[config.mk]
export PLATFORM = sky130hd
export DESIGN_NAME = mem_arbiter
export DESIGN_NICKNAME = d
export VERILOG_FILES = /design/src/rtl/mem_arb_pkg.sv /design/src/rtl/rr_arbiter2.sv /design/src/rtl/mem_arbiter.sv
export SDC_FILE = /design/constraint.sdc
export NUM_CORES = 1
export LEC_CHECK = 0
export CAP_MARGIN = 5
export CORE_AREA = 10 10 119 174
export CTS_CLUSTER_DIAMETER = 120
export DETAILED_ROUTE_END_ITERATION = 10
export DIE_AREA = 0 0 129 184
export HOLD_SLACK_MARGIN = 0.05
export PLACE_DENSITY = 0.78
export SYNTH_ARGS = -nofsm -noshare
export SYNTH_HDL_FRONTEND = slang
export SYNTH_SLANG_ARGS = --single-unit
[constraint.sdc]
create_clock -name clk -period 1.56 [get_ports clk]
set_input_delay 0.156 -clock clk [delete_from_list [all_inputs] [get_ports clk]]
set_output_delay 0.156 -clock clk [all_outputs]
set_load 0.03 [all_outputs]
[src/rtl/mem_arb_pkg.sv]
`default_nettype none
// +------------------------------------------------------------------+
// | mem_arb_pkg : shared types and constants for the memory arbiter  |
// | Revision    : 1.0                                                |
// +------------------------------------------------------------------+
package mem_arb_pkg;

  typedef enum logic [1:0] {
    IDLE   = 2'd0,
    ACCESS = 2'd1,
    RESP   = 2'd2
  } state_t;

  localparam logic PORT_CPU = 1'b0;
  localparam logic PORT_DMA = 1'b1;

  // Wide enough for LAT-1 with LAT up to 15
  localparam int CNT_W = 4;

endpackage
`default_nettype wire

[src/rtl/rr_arbiter2.sv]
`default_nettype none
// +------------------------------------------------------------------+
// | rr_arbiter2 : two-port round-robin selector on a last-served bit |
// | Revision    : 1.0                                                |
// +------------------------------------------------------------------+
module rr_arbiter2
  import mem_arb_pkg::*;
(
  input  logic [1:0] req,
  input  logic       last,
  output logic       grant,
  output logic       valid
);

  always_comb begin
    valid = |req;
    grant = PORT_CPU;
    if (req[PORT_CPU] && req[PORT_DMA]) begin
      grant = (last == PORT_CPU) ? PORT_DMA : PORT_CPU;
    end else if (req[PORT_DMA]) begin
      grant = PORT_DMA;
    end
  end

endmodule
`default_nettype wire

[src/rtl/mem_arbiter.sv]
`default_nettype none
// +------------------------------------------------------------------+
// | mem_arbiter : CPU/DMA arbiter for a single fixed-latency memory  |
// | Revision    : 1.0                                                |
// +------------------------------------------------------------------+
module mem_arbiter
  import mem_arb_pkg::*;
#(
  parameter int LAT = 1,
  parameter int AW  = 32
) (
  input  logic          clk,
  input  logic          reset,

  input  logic          cpu_req,
  input  logic          cpu_we,
  input  logic [AW-1:0] cpu_addr,
  input  logic [31:0]   cpu_wdata,
  output logic          cpu_gnt,
  output logic          cpu_done,
  output logic [31:0]   cpu_rdata,
  output logic          cpu_stall,

  input  logic          dma_req,
  input  logic          dma_we,
  input  logic [AW-1:0] dma_addr,
  input  logic [31:0]   dma_wdata,
  output logic          dma_gnt,
  output logic          dma_done,
  output logic [31:0]   dma_rdata,

  output logic          mem_read,
  output logic          mem_write,
  output logic [AW-1:0] mem_addr,
  output logic [31:0]   mem_wdata,
  input  logic [31:0]   mem_rdata
);

  localparam logic [CNT_W-1:0] c_LAT_M1 = CNT_W'(LAT - 1);

  state_t             r_state;
  state_t             w_state_nxt;
  logic               r_port;
  logic               r_last;
  logic               r_we;
  logic [AW-1:0]      r_addr;
  logic [31:0]        r_wdata;
  logic [CNT_W-1:0]   r_cnt;
  logic [31:0]        r_cpu_rdata;
  logic [31:0]        r_dma_rdata;

  logic               w_grant;
  logic               w_valid;
  logic               w_sel;
  logic               w_in_acc;
  logic               w_first;
  logic               w_last_acc;

  rr_arbiter2 u_rr (
    .req   ({dma_req, cpu_req}),
    .last  (r_last),
    .grant (w_grant),
    .valid (w_valid)
  );

  assign w_sel      = ((r_state == IDLE) || (r_state == RESP)) && w_valid;
  assign w_in_acc   = (r_state == ACCESS);
  // The counter only counts down, so it equals LAT-1 only in the first ACCESS cycle
  assign w_first    = w_in_acc && (r_cnt == c_LAT_M1);
  assign w_last_acc = w_in_acc && (r_cnt == '0);

  always_ff @(posedge clk or negedge reset) begin
    if (!reset) begin
      r_state <= IDLE;
    end else begin
      r_state <= w_state_nxt;
    end
  end

  always_comb begin
    w_state_nxt = r_state;
    case (r_state)
      IDLE, RESP: w_state_nxt = w_valid ? ACCESS : IDLE;
      ACCESS:     if (r_cnt == '0) w_state_nxt = RESP;
      default:    w_state_nxt = IDLE;
    endcase
  end

  always_ff @(posedge clk or negedge reset) begin
    if (!reset) begin
      r_port      <= PORT_CPU;
      r_last      <= PORT_DMA;
      r_we        <= 1'b0;
      r_addr      <= '0;
      r_wdata     <= '0;
      r_cnt       <= '0;
      r_cpu_rdata <= '0;
      r_dma_rdata <= '0;
    end else begin
      if (w_sel) begin
        r_port <= w_grant;
        r_last <= w_grant;
        r_cnt  <= c_LAT_M1;
        if (w_grant == PORT_DMA) begin
          r_we    <= dma_we;
          r_addr  <= dma_addr;
          r_wdata <= dma_wdata;
        end else begin
          r_we    <= cpu_we;
          r_addr  <= cpu_addr;
          r_wdata <= cpu_wdata;
        end
      end else if (w_in_acc && (r_cnt != '0)) begin
        r_cnt <= r_cnt - 1'b1;
      end

      if (w_last_acc && !r_we) begin
        if (r_port == PORT_DMA) begin
          r_dma_rdata <= mem_rdata;
        end else begin
          r_cpu_rdata <= mem_rdata;
        end
      end
    end
  end

  always_comb begin
    cpu_gnt   = 1'b0;
    dma_gnt   = 1'b0;
    cpu_done  = 1'b0;
    dma_done  = 1'b0;
    mem_read  = 1'b0;
    mem_write = 1'b0;
    mem_addr  = '0;
    mem_wdata = '0;
    if (w_in_acc) begin
      mem_addr  = r_addr;
      mem_wdata = r_wdata;
      mem_read  = !r_we;
      mem_write = r_we && w_first;
      cpu_gnt   = w_first && (r_port == PORT_CPU);
      dma_gnt   = w_first && (r_port == PORT_DMA);
    end
    if (r_state == RESP) begin
      cpu_done = (r_port == PORT_CPU);
      dma_done = (r_port == PORT_DMA);
    end
    // Gated by reset so a request held during reset does not show as a stall
    cpu_stall = reset && !cpu_done && (cpu_req || (w_in_acc && (r_port == PORT_CPU)));
  end

  assign cpu_rdata = r_cpu_rdata;
  assign dma_rdata = r_dma_rdata;

endmodule
`default_nettype wire

==> reports/qor.yml <==
critical_path:
  required_ns: 1.40
  start_kind: "flip-flop"
  critPathArrivalTime_ns: 1.69
  critical_path_class: "reg -> out"
  crit_path_end_kind: "output pin"
  cp_max_fo: 18
synthesis:
  syn-mean-instance-area_um2: 11.8
  synth_cells: 539
  ys_warn_count: 0
  yosysTopAreaCell: "dfrtp_1"
  yosys-top-cells-area: "dfrtp_1 53%, mux2i_1 11%, mux2_4 7.1%, and2_1 6.3%, mux2_2 6.0%"
  synth.net_count: 707
  synth_seq_area_share: 0.538
  ys_types: 35
  synth_top_area_share: 0.534
  synth-seq-cells: 137
  syn_area_um2: 6380
floorplanning:
  row_count: 59
  io_pins: 301
  die-width_um: 129
  core-area_um2: 17400
  start_util: 0.366
  dieArea_um2: 23700
  die_h_um: 184
sta:
  drv_slew: 0
  worst_pin_slew_ns: 0.625
  max_freq_mhz: 542
  timing.final.crit_share: 1.18
  hold_viol_final: 0
  setup_viol: 135
  fin_ws_ns: -0.286
  fin_tns_setup_ns: -31.08
  maxSlewHeadroom: 0.583
  finalClockSkew_ns: 0.0123
  period_minus_slack_ns: 1.85
  rsz0062_at_grt: "yes"
cts:
  cts-htree-levels: 4
  cts-root-buf: "clkbuf_16"
  cts_tree: "done"
  cts_buffers: 17
  cts.clk_slew.worst_paths_ns: 0.06
  clk-insertion-delay-late_ns: 0.41
  clk_path_buf_depth: 2
  cts_sinks: 137
routing:
  post-route-drc-count: 0
  drt-initial-drc-count: 194
  wire_per_inst_um: 20.1
  vias: 5294
  routed_wl_um: 22400
  ant_nets: 0
  dr.pass1.iters: 4
  vias_per_cell: 4.76
job:
  drv_cap: 0
placement:
  io_buffers: 300
  dp_hpwl_um: 15800
  gp_congestion: 0.760
final_layout:
  layout.nets: 1054
  ff_latch_area_um2: 3430
  n_antenna_cell: 0
  layout-area-overhead-vs-synth_pct: 75.4
  n_fill_cell: 1377
  multi_input_area_um2: 2980
  final_layout_size_suffix_gt1_frac: 0.326
pwr:
  powerDensity_nw_per_um2: 1530
  power_mw: 17.1
  p_leak_nw: 5.34
  ir_drop_v: 0.000590
run_status:
  status: "complete, but fails checks"
  violations: "negative setup slack"
global_route:
  grt_max_degree: 70
  antenna_found_initial: 0
  grt_use_total: 0.181
  gr-total-overflow: 0
  first_global_vias: 5883
  grt_pass1_wl_um: 33300
worst_hold_path:
  hp-class: "in -> async"
-- final timing paths --
kind | start | cells after the start | endpoint | slack [ns]
setup reg to reg | r_cnt[1]$_DFFE_PN0P_ | 8 | dma_rdata[30]$_DFFE_PN0P_ | -0.23
hold / removal | reset | 2 | r_wdata[3]$_DFFE_PN0N_ | 0.15
min in group clk | dma_wdata[14] | 3 | r_wdata[14]$_DFFE_PN0N_ | 0.36
hold reg to reg | r_addr[22]$_DFFE_PN0N_ | 2 | r_addr[22]$_DFFE_PN0N_ | 0.47
setup / recovery | r_state[1]$_DFFE_PN0P_ | 6 | mem_wdata[8] | -0.29
max in group asynchronous | reset | 3 | r_addr[8]$_DFFE_PN0N_ | 0.61
-- timing repair --
item                                    CTS  global route
endpoints found under the setup margin  198           140
cloned                                    6             4
resized for setup                       166            42
pin swaps                                16            18
buffers inserted                         20             2
hold buffers                              1             0
endpoints found under the hold margin   136             0
-- state kept, by name (all words and copies together), names as in the netlist --
name       cells
r_state        2
r_last         1
r_wdata       32
dma_rdata     32
cpu_rdata     32
r_port         1
r_addr        32
r_we           1
r_cnt          4
-- metrics by stage --
stage	area (um^2)	hold WS [ns]	util	setup slack, ns	std cells
floorplan	6390	-0.140	-	-0.0384	539
global placement	9730	-0.0494	0.558	-0.0922	1047
detailed placement	9730	-0.0508	0.558	-0.131	1047
CTS	11000	0.138	0.629	-0.287	1106
global route	11200	0.142	0.642	-0.364	1112
finish	11200	0.154	0.642	-0.286	1112
-- critical path: stages, from the launching register on --
cell and delay [ns]:
dfrtp_1 0.40, buf_6 0.13, nor2b_4 0.16, buf_4 0.15, buf_12 0.15, and2_1 0.15, buf_6 0.14
-- per-layer routing --
layer	GRT usage	routed length, um
met4	0.0561	465
met2	0.336	12100
met5	0	0
met1	0.185	8080
met3	0.0612	1670
-- power breakdown --
part / leakage [nW] / switching, mW / internal, mW / total (mW)
sequential: 1.64 / 0.686 / 4.78 / 5.47
clock: 0.286 / 1.69 / 2.41 / 4.10
combinational: 3.41 / 4.07 / 3.45 / 7.52
total: 5.34 / 6.45 / 10.6 / 17.1
-- synthesized netlist by cell type --
cell type	instances
inv_1	3
and2b_1	1
buf_2	9
dfstp_2	1
a21boi_0	2
nor3b_4	1
nor3b_1	1
nor2b_1	2
mux2i_1	68
buf_6	3
a21bo_2	1
or2_2	1
clkbuf_4	2
buf_1	1
a31oi_1	1
nor2_1	2
nand3_2	1
a21oi_1	1
nand4b_4	1
clkbuf_1	19
buf_4	2
and3_1	4
nand2_1	70
and2_1	64
ha_1	2
mux2_4	30
mux2_2	34
nand2b_1	2
dfrtp_1	136
o21a_1	1
nor4b_1	1
nor3_1	1
nor4_1	1
o21ai_0	68
o21bai_1	2
-- cell usage in the layout, fill, tap and decap left out, drive strengths merged, types with 2 or more instances in the layout --
| cell | n |
|---|---|
| a21boi | 2 |
| mux2i | 68 |
| clkdlybuf4s50 | 164 |
| bufinv | 2 |
| ha | 2 |
| buf | 132 |
| clkinvlp | 2 |
| o21bai | 2 |
| o21ai | 68 |
| and2 | 64 |
| nor2b | 2 |
| clkbuf | 21 |
| and3 | 4 |
| nor2 | 2 |
| nand2 | 70 |
| dlygate4sd2 | 64 |
| inv | 10 |
| dfrtp | 136 |
| mux2 | 64 |
| nor3b | 2 |
| clkinv | 3 |
| nand2b | 2 |
-- logic make-up (layout without fill, tap and decap cells) --
logic type      Yosys count  in the layout  synth area share
mux                     132            132             0.237
compound gates           76             76            0.0626
flops                   137            137             0.538
fa+ha+maj                 2              2           0.00392
simple gates            153            153             0.128
buf+inv                  39            399            0.0306
-- final cells by class --
class | instances | share of cell area
Clock buffer | 18 | 0.0384
Multi-Input combinational cell | 363 | 0.266
Sequential cell | 137 | 0.307
Timing Repair Buffer | 364 | 0.349
Tap cell | 213 | 0.0238
Clock inverter | 14 | 0.0147
Inverter | 3 | 0.00101
No activity file was read; power rests on OpenSTA's default activity.
